<file path="config.mk">
export PLATFORM = sky130hd
export DESIGN_NAME = mul16_share_arb_flat
export DESIGN_NICKNAME = d
export VERILOG_FILES = /design/src/rtl/mul16_share_arb_if.sv /design/src/rtl/mul16_share_arb.sv /design/src/flat_wrapper.sv
export SDC_FILE = /design/constraint.sdc
export NUM_CORES = 1
export LEC_CHECK = 0
export ABC_AREA = 1
export BUFFER_PORTS_ARGS = -buffer_cell sky130_fd_sc_hd__buf_2
export CORE_UTILIZATION = 57
export DETAILED_ROUTE_END_ITERATION = 8
export HOLD_SLACK_MARGIN = 0.03
export PLACE_DENSITY_LB_ADDON = 0.2
export SLEW_MARGIN = 30
export SYNTH_ARGS = -nofsm -noshare
export SYNTH_HDL_FRONTEND = slang
export SYNTH_SLANG_ARGS = --single-unit
</file>
<file path="constraint.sdc">
create_clock -name clk -period 10.4 [get_ports clk]
set_input_delay 1.56 -clock clk [delete_from_list [all_inputs] [get_ports clk]]
set_output_delay 1.56 -clock clk [all_outputs]
set_load 0.01 [all_outputs]
</file>
<file path="src/rtl/mul16_share_arb_if.sv">
// Request/operand/grant/result bundle shared by the two requesting ports and the
// shared multiplier.
interface mul16_share_arb_if #(
  parameter int DW = 8
);
  logic            req0;
  logic            req1;
  logic [2*DW-1:0] a0;
  logic [2*DW-1:0] b0;
  logic [2*DW-1:0] a1;
  logic [2*DW-1:0] b1;
  logic            gnt0;
  logic            gnt1;
  logic            done0;
  logic            done1;
  logic [4*DW-1:0] result;
  logic            busy;

  modport master (
    output req0, req1, a0, b0, a1, b1,
    input  gnt0, gnt1, done0, done1, result, busy
  );

  modport slave (
    input  req0, req1, a0, b0, a1, b1,
    output gnt0, gnt1, done0, done1, result, busy
  );
endinterface

</file>
<file path="src/rtl/mul16_share_arb.sv">
// Two-port round-robin arbiter in front of one DW x DW multiplier. Each 2DW x 2DW
// product is built from four partial products over four cycles.
module mul16_share_arb #(
  parameter int DW = 8
) (
  input logic              clk,
  input logic              rst,
  mul16_share_arb_if.slave bus
);

  typedef enum logic [2:0] {
    IDLE,
    MUL0,
    MUL1,
    MUL2,
    MUL3,
    DONE
  } state_t;

  state_t          state;
  state_t          state_next;
  logic            ptr;
  logic            port_id;
  logic [2*DW-1:0] op_a;
  logic [2*DW-1:0] op_b;
  logic [4*DW-1:0] acc;
  logic [4*DW-1:0] result_q;

  logic            any_req;
  logic            grant_port;
  logic [DW-1:0]   mul_a;
  logic [DW-1:0]   mul_b;
  logic [2*DW-1:0] prod;
  logic [4*DW-1:0] partial;
  logic [4*DW-1:0] acc_base;
  logic [4*DW-1:0] acc_sum;

  // When both ports ask, the pointer decides; otherwise the lone requester wins.
  always_comb begin
    any_req    = bus.req0 | bus.req1;
    grant_port = (bus.req0 && bus.req1) ? ptr : bus.req1;
  end

  always_comb begin
    state_next = state;
    bus.gnt0   = 1'b0;
    bus.gnt1   = 1'b0;
    bus.done0  = 1'b0;
    bus.done1  = 1'b0;
    bus.busy   = (state != IDLE);
    case (state)
      IDLE: if (any_req) state_next = MUL0;
      MUL0: begin
        state_next = MUL1;
        bus.gnt0   = ~port_id;
        bus.gnt1   = port_id;
      end
      MUL1: state_next = MUL2;
      MUL2: state_next = MUL3;
      MUL3: state_next = DONE;
      DONE: begin
        state_next = IDLE;
        bus.done0  = ~port_id;
        bus.done1  = port_id;
      end
      default: state_next = IDLE;
    endcase
  end

  // One multiplier and one adder: the state only steers operand halves and shift.
  always_comb begin
    mul_a    = '0;
    mul_b    = '0;
    acc_base = acc;
    case (state)
      MUL0: begin
        mul_a    = op_a[DW-1:0];
        mul_b    = op_b[DW-1:0];
        acc_base = '0;
      end
      MUL1: begin
        mul_a = op_a[2*DW-1:DW];
        mul_b = op_b[DW-1:0];
      end
      MUL2: begin
        mul_a = op_a[DW-1:0];
        mul_b = op_b[2*DW-1:DW];
      end
      MUL3: begin
        mul_a = op_a[2*DW-1:DW];
        mul_b = op_b[2*DW-1:DW];
      end
      default: ;
    endcase
    prod = (2*DW)'(mul_a) * (2*DW)'(mul_b);
    case (state)
      MUL1, MUL2: partial = (4*DW)'(prod) << DW;
      MUL3:       partial = (4*DW)'(prod) << (2*DW);
      default:    partial = (4*DW)'(prod);
    endcase
    acc_sum = acc_base + partial;
  end

  always_ff @(posedge clk or negedge rst) begin
    if (!rst) begin
      state <= IDLE;
    end else begin
      state <= state_next;
    end
  end

  // Operands are frozen at grant time so later bus changes cannot disturb the product.
  always_ff @(posedge clk or negedge rst) begin
    if (!rst) begin
      ptr      <= 1'b0;
      port_id  <= 1'b0;
      op_a     <= '0;
      op_b     <= '0;
      acc      <= '0;
      result_q <= '0;
    end else begin
      if (state == IDLE && any_req) begin
        port_id <= grant_port;
        ptr     <= ~grant_port;
        op_a    <= grant_port ? bus.a1 : bus.a0;
        op_b    <= grant_port ? bus.b1 : bus.b0;
      end
      if (state == MUL0 || state == MUL1 || state == MUL2 || state == MUL3) begin
        acc <= acc_sum;
      end
      if (state == MUL3) begin
        result_q <= acc_sum;
      end
    end
  end

  assign bus.result = result_q;

endmodule

</file>
<file path="src/flat_wrapper.sv">
// flat-port wrapper written by rule: the top's interface ports become plain ports
module mul16_share_arb_flat 
#(
  parameter int DW = 8
)
  (clk, rst, bus_req0, bus_req1, bus_a0, bus_b0, bus_a1, bus_b1, bus_gnt0, bus_gnt1, bus_done0, bus_done1, bus_result, bus_busy);
  mul16_share_arb_if #(.DW(DW)) bus_i ();
  input logic clk;
  input logic rst;
  input wire logic [$bits(bus_i.req0)-1:0] bus_req0;
  input wire logic [$bits(bus_i.req1)-1:0] bus_req1;
  input wire logic [$bits(bus_i.a0)-1:0] bus_a0;
  input wire logic [$bits(bus_i.b0)-1:0] bus_b0;
  input wire logic [$bits(bus_i.a1)-1:0] bus_a1;
  input wire logic [$bits(bus_i.b1)-1:0] bus_b1;
  output wire logic [$bits(bus_i.gnt0)-1:0] bus_gnt0;
  output wire logic [$bits(bus_i.gnt1)-1:0] bus_gnt1;
  output wire logic [$bits(bus_i.done0)-1:0] bus_done0;
  output wire logic [$bits(bus_i.done1)-1:0] bus_done1;
  output wire logic [$bits(bus_i.result)-1:0] bus_result;
  output wire logic [$bits(bus_i.busy)-1:0] bus_busy;
  assign bus_i.req0 = bus_req0;
  assign bus_i.req1 = bus_req1;
  assign bus_i.a0 = bus_a0;
  assign bus_i.b0 = bus_b0;
  assign bus_i.a1 = bus_a1;
  assign bus_i.b1 = bus_b1;
  assign bus_gnt0 = bus_i.gnt0;
  assign bus_gnt1 = bus_i.gnt1;
  assign bus_done0 = bus_i.done0;
  assign bus_done1 = bus_i.done1;
  assign bus_result = bus_i.result;
  assign bus_busy = bus_i.busy;
  mul16_share_arb #(.DW(DW)) u_core (.clk(clk), .rst(rst), .bus(bus_i));
endmodule
</file>
After elaboration in Yosys (flattened, before gate mapping)
Cells that the tools add are included.
- add/sub/neg operators: 1
- multiply operators: 1
- equal/unequal tests: 6
- multiplexer cells: 13
- bitwise gates (word level): 3
- reductions and logical operators: 12
- operator list (operator ; count):
    one-hot mux 32 bit (2 select lines) ; 1
    adder 32 bit ; 1
    2-to-1 mux 16 bit ; 2
    2-to-1 mux 32 bit ; 1
    one-hot mux 8 bit (2 select lines) ; 2
    multiplier 8 x 8 -> 16 bit ; 1
    one-hot mux 3 bit (5 select lines) ; 1
    OR reduction 2 bit ; 5
    == test 3 x 2 -> 1 bit, second input constant ; 2
    == test 3 bit, second input constant ; 2
    2-to-1 mux 1 bit ; 5
    == test 3 x 1 -> 1 bit, second input constant ; 1
    logical NOT 3 bit ; 1
    logical OR 1 bit ; 3
    2-to-1 mux 3 bit ; 1
    nonzero test 3 bit ; 1
    logical AND 1 bit ; 2
    inequality test 2 x 1 -> 1 bit, second input constant ; 1
    inverter 1 bit ; 2
    bitwise OR 1 bit ; 1
- register bits: 101
- input port bits: 68

Longest topological paths before layout
- depth after elaboration: 6
- mapped depth: 41
- mapped depth without buffers: 41

Worst setup path before layout
OpenSTA, ideal clock, no wires.
- kind: register to register
- start: register u_core.state[0]
- end: register u_core.acc[17]
- setup time: 0.123 ns
- data arrival time: 5.945 ns
- path slack: 4.332 ns
- cell stages (with the launch flop): 31
- path buffers: 1
- period minus slack after synthesis: 6.068 ns
- cells stage by stage: dfrtp_1 -> buf_6 -> nor2_2 -> inv_2 -> nor2_8 -> inv_2 -> nand2_4 -> a22o_1 -> nand2_1 -> fa_1 -> fa_1 -> inv_1 -> fa_1 -> inv_1 -> fa_1 -> inv_1 -> ha_1 -> a21oi_1 -> o21ai_0 -> a21oi_1 -> o21ai_0 -> xor2_1 -> o22ai_1 -> ha_1 -> a21oi_1 -> o21ai_0 -> a21oi_1 -> nand3_1 -> or2_2 -> nand3_1 -> o21ai_1
- cells in the longest elaborated chain, start to end: 6
- elaborated cells on any way between the ends: 18
- ends and longest elaborated chain (what ; RTL line ; text):
    start, declared ; mul16_share_arb.sv:20 ; state_t state;
    start signal, assigned ; mul16_share_arb.sv:108 ; state <= state_next;
    == test 3 bit, or another cell as far along ; mul16_share_arb.sv:75, mul16_share_arb.sv:96, mul16_share_arb.sv:128 ;
    OR reduction 2 bit (no line) ; n/a ;
    one-hot mux 8 bit (2 select lines) ; mul16_share_arb.sv:75 ; case (state)
    multiplier 8 x 8 -> 16 bit ; mul16_share_arb.sv:95 ; prod = (2*DW)'(mul_a) * (2*DW)'(mul_b);
    one-hot mux 32 bit (2 select lines) ; mul16_share_arb.sv:96 ; case (state)
    adder 32 bit ; mul16_share_arb.sv:101 ; acc_sum = acc_base + partial;
    end signal, assigned ; mul16_share_arb.sv:129 ; acc <= acc_sum;
    end, declared ; mul16_share_arb.sv:26 ; logic [4*DW-1:0] acc;
Several ways; a longest one is shown, not always the timed one.
A chain may end at the register's enable or synchronous reset.

Final worst setup path
Same ends and word-level chain as after synthesis.

==> flow_results.xml <==
<?xml version="1.0" encoding="UTF-8"?>
<metrics>
  <group name="status">
    <metric name="run_status" unit="">completed</metric>
  </group>
  <group name="timing">
    <metric name="layout_worst_path_cycle_share" unit="">0.765</metric>
    <metric name="timing_max_transition_violations_final" unit="">0</metric>
    <metric name="max_slew_margin" unit="">0.344</metric>
    <metric name="timing.setup.tns" unit="ps">0</metric>
    <metric name="tightestPinTransition" unit="ps">983</metric>
    <metric name="setup_slack" unit="ps">2440</metric>
    <metric name="setup_viol" unit="">0</metric>
    <metric name="rsz0062_at_grt" unit="">false</metric>
    <metric name="timing.fmax" unit="GHz">0.126</metric>
    <metric name="fin_crit" unit="ps">7960</metric>
    <metric name="skew" unit="ps">8.91</metric>
    <metric name="number_of_hold_violations_in_the_final_report" unit="">0</metric>
  </group>
  <group name="cts">
    <metric name="cts.htree.levels" unit="">3</metric>
    <metric name="worstSkewPairLatency" unit="ps">370</metric>
    <metric name="quantity_of_hold_fixing_buffers_added_after_cts" unit="">0</metric>
    <metric name="clkSlewWorstSetupHoldPaths" unit="ps">70</metric>
    <metric name="cts_tree" unit="">done</metric>
    <metric name="cts.path.max_buffers" unit="">2</metric>
    <metric name="post-cts-setup-buffers" unit="">0</metric>
    <metric name="clock_tree.root_cell" unit="">sky130_fd_sc_hd__clkbuf_16</metric>
    <metric name="tritoncts.num_buffers" unit="">9</metric>
    <metric name="num_clock_sinks" unit="">101</metric>
    <metric name="postCtsResizedCells" unit="">0</metric>
  </group>
  <group name="global_route">
    <metric name="wire_length_of_the_first_global_routing_pass" unit="um">40300</metric>
    <metric name="gr-usage-all-layers" unit="">0.320</metric>
    <metric name="grt_overflow" unit="">0</metric>
    <metric name="pin_count_of_the_biggest_net_entering_global_routing" unit="">69</metric>
    <metric name="antenna_violations_before_repair" unit="">0</metric>
    <metric name="first_global_vias" unit="">7983</metric>
  </group>
  <group name="power_and_ir_drop">
    <metric name="p_leak" unit="nW">5.76</metric>
    <metric name="power_density" unit="nW/um2">333</metric>
    <metric name="power.net_switching" unit="mW">1.78</metric>
    <metric name="cell_internal_pwr" unit="mW">1.49</metric>
    <metric name="switching_share" unit="">0.544</metric>
    <metric name="ir_worst_vdd" unit="mV">0.142</metric>
    <metric name="p_comb_frac" unit="">0.690</metric>
    <metric name="power.share.sequential" unit="">0.200</metric>
    <metric name="clock_power_share" unit="">0.110</metric>
  </group>
  <group name="critical_path">
    <metric name="critical_path.slowest_cell" unit="">sky130_fd_sc_hd__nand3_2</metric>
    <metric name="worst-endpoint-required" unit="ps">10620</metric>
    <metric name="path_class" unit="">reg -&gt; reg</metric>
    <metric name="highest_fanout_seen_on_the_critical_path" unit="">37</metric>
    <metric name="arrival" unit="ps">8180</metric>
    <metric name="start_kind" unit="">flop</metric>
    <metric name="setup.worst_path.end_class" unit="">flop</metric>
    <metric name="critical-path-max-stage-delay" unit="ps">810</metric>
    <metric name="worst_path_dominant_cell_family" unit="">adder cells</metric>
    <metric name="worstPathBufferInverterCount" unit="">3</metric>
  </group>
  <group name="logic_synthesis">
    <metric name="synth.yosys.seq_area_share" unit="">0.284</metric>
    <metric name="yosys.cell_types.count" unit="">42</metric>
    <metric name="syn_area" unit="um2">8890</metric>
    <metric name="synth_area_per_cell" unit="um2">7.15</metric>
    <metric name="synthesis.instances" unit="">1243</metric>
    <metric name="ys_seq_elements" unit="">101</metric>
    <metric name="synth-warning-count" unit="">0</metric>
    <metric name="post_synthesis_net_count" unit="">1415</metric>
  </group>
  <group name="final_layout">
    <metric name="design.final.nets" unit="">1494</metric>
    <metric name="layout.cell_area.non_filler" unit="um2">9800</metric>
    <metric name="fill_cell_instance_count_of_the_final_layout" unit="">1407</metric>
    <metric name="final_cell_count_no_fill" unit="">1515</metric>
    <metric name="area_delta_synth_final" unit="%">10.2</metric>
    <metric name="layout-drive-gt1-share" unit="">0.124</metric>
    <metric name="diodes" unit="">0</metric>
  </group>
  <group name="detailed_routing">
    <metric name="post_drt_via_cell_ratio" unit="">5.62</metric>
    <metric name="routed_wire_length_per_instance" unit="um">16.3</metric>
    <metric name="remaining_drc_errors" unit="">0</metric>
    <metric name="vias_after_detailed_routing" unit="">8516</metric>
    <metric name="drt_iter0_markers" unit="">834</metric>
    <metric name="detail_route.wirelength" unit="um">24600</metric>
    <metric name="detailed_routing_iteration_count_for_the_pre_antenna_repair_pass" unit="">6</metric>
    <metric name="ant_nets" unit="">0</metric>
  </group>
  <group name="die">
    <metric name="start_util" unit="">0.585</metric>
    <metric name="fp-row-count" unit="">45</metric>
    <metric name="vert_die_dim" unit="um">127</metric>
    <metric name="count_of_boundary_i_o_pins" unit="">105</metric>
    <metric name="core_area" unit="um2">15200</metric>
    <metric name="floorplan.die.width" unit="um">127</metric>
    <metric name="floorplan.die_area" unit="um2">16100</metric>
  </group>
  <group name="placement">
    <metric name="place.detailed.hpwl" unit="um">18700</metric>
    <metric name="place.gp.congestion" unit="">1.00</metric>
    <metric name="preCtsSetupSlack" unit="ps">2590</metric>
    <metric name="placed_cell_area" unit="um2">9490</metric>
    <metric name="placedCellCount" unit="">1499</metric>
    <metric name="buffer_ports.inserted" unit="">104</metric>
  </group>
  <group name="run">
    <metric name="maxCapViolations" unit="">0</metric>
  </group>
  <group name="min_path">
    <metric name="worstHoldPathType" unit="">reg -&gt; reg</metric>
  </group>
</metrics>
==> per-stage QoR <==
stage	total power, mW	hold WS, ps	util
after CTS	3.25	480	0.644
after detailed placement	2.89	461	0.624
after global placement	2.84	452	0.624
after global routing	3.56	502	0.645
after floorplan	2.30	459	-
final	3.27	474	0.645
==> worst paths after layout <==
| check | from | endpoint | slack [ps] | depth (start not counted) |
|---|---|---|---|---|
| worst max-delay path | u_core.state[0] | u_core.acc[17] | 2440 | 26 |
| worst min-delay path | u_core.bus.result[0] | u_core.bus.result[0] | 470 | 2 |
| worst max register to register | u_core.state[0] | u_core.acc[17] | 2440 | 26 |
| worst min register to register | u_core.bus.result[0] | u_core.bus.result[0] | 470 | 2 |
| max in group asynchronous | rst | u_core.op_a[8] | 8290 | 2 |
| min in group asynchronous | rst | u_core.acc[1] | 1140 | 1 |
==> cell usage after synthesis, drive strengths merged <==
cell	count	area share
nand2	368	0.16
inv	186	0.079
nand3	121	0.069
dfrtp	101	0.28
nor2	84	0.041
o21ai	68	0.041
ha	67	0.094
a21oi	48	0.027
fa	37	0.083
nand4	37	0.026
o22ai	27	0.019
buf	21	0.013
clkbuf	19	0.0080
xnor2	14	0.014
xor2	10	0.0099
a22o	8	0.0096
nand3b	7	0.0059
or2	5	0.0035
a21o	4	0.0034
nor3	3	0.0017
o21bai	3	0.0025
a21boi	2	0.0017
a31oi	1	0.00070
nand2b	1	0.00070
nor4	1	0.00070
==> registers in the layout, indices dropped and copies added, names as in the netlist <==
signal,flops
u_core.bus.result,32
u_core.op_b,16
u_core.state,3
u_core.ptr,1
u_core.acc,32
u_core.port_id,1
u_core.op_a,16
==> kinds of logic (layout without fill, tap and decap cells) <==
group                    count (synthesis)  count (layout)  share of synthesized area
buffers and inverters                  226             310                      0.100
AO/OA/AOI/OAI                          161             161                      0.105
flip-flops                             101             101                      0.284
AND/OR/NAND/NOR                        627             627                      0.309
adder cells (fa/ha/maj)                104             104                      0.178
XOR/XNOR                                24              24                     0.0236
==> worst reg2reg max path, stage by stage, from the launching register on <==
cell and delay, ps:
sky130_fd_sc_hd__dfrtp_1 560, sky130_fd_sc_hd__nand3_2 820, sky130_fd_sc_hd__o21ai_4 460, sky130_fd_sc_hd__a22o_1 380, sky130_fd_sc_hd__nand2_1 130, sky130_fd_sc_hd__fa_1 520, sky130_fd_sc_hd__fa_1 540, sky130_fd_sc_hd__inv_1 50
sky130_fd_sc_hd__fa_1 520, sky130_fd_sc_hd__inv_1 50, sky130_fd_sc_hd__fa_1 520, sky130_fd_sc_hd__inv_1 40, sky130_fd_sc_hd__ha_1 360, sky130_fd_sc_hd__a21oi_1 190, sky130_fd_sc_hd__o21ai_0 90, sky130_fd_sc_hd__a21oi_1 240
sky130_fd_sc_hd__o21ai_0 180, sky130_fd_sc_hd__xnor2_1 390, sky130_fd_sc_hd__o22ai_1 130, sky130_fd_sc_hd__ha_1 380, sky130_fd_sc_hd__a21oi_1 200, sky130_fd_sc_hd__o21bai_1 150, sky130_fd_sc_hd__a21oi_1 320, sky130_fd_sc_hd__nand3_1 140
sky130_fd_sc_hd__or2_2 300, sky130_fd_sc_hd__nand3_1 70, sky130_fd_sc_hd__o21ai_1 80
==> per-layer routing <==
| layer | global-route usage | up-vias | wire length, um |
|---|---|---|---|
| li1 | - | 4175 | - |
| met1 | 0.465 | 3971 | 11300 |
| met2 | 0.495 | 335 | 11100 |
| met3 | 0.0502 | 35 | 1770 |
| met4 | 0.0875 | 0 | 399 |
| met5 | 0 | - | 0 |
==> final cells by class <==
type                    instances  area, um2  area share
multi-input cells             916       5470       0.558
clock inverters                 7       80.1     0.00817
repair buffers                108        557      0.0568
well taps                     188        235      0.0240
clock buffers                   9        225      0.0230
inverters                     186        703      0.0718
flip-flops and latches        101       2530       0.258
==> power by group through the flow <==
stage	Sequential [mW]	Combinational (mW)	Clock (mW)
5_1_grt	0.665	2.52	0.376
2_1_floorplan	0.644	1.65	0
3_5_place_dp	0.655	2.23	0
3_3_place_gp	0.652	2.19	0
4_1_cts	0.650	2.24	0.362
6_report	0.653	2.26	0.358
==> placed cells by master (no fill, tap or decap), drive strengths merged <==
| master | instances |
|---|---|
| a21boi | 2 |
| a21o | 4 |
| a21oi | 48 |
| a22o | 8 |
| a31oi | 1 |
| buf | 108 |
| bufinv | 1 |
| clkbuf | 9 |
| clkinv | 1 |
| clkinvlp | 2 |
| dfrtp | 101 |
| fa | 37 |
| ha | 67 |
| inv | 189 |
| nand2 | 368 |
| nand2b | 1 |
| nand3 | 121 |
| nand3b | 7 |
| nand4 | 37 |
| nor2 | 84 |
| nor3 | 3 |
| nor4 | 1 |
| o21ai | 68 |
| o21bai | 3 |
| o22ai | 27 |
| or2 | 5 |
| xnor2 | 14 |
| xor2 | 10 |
No activity file was read; power rests on OpenSTA's default activity.
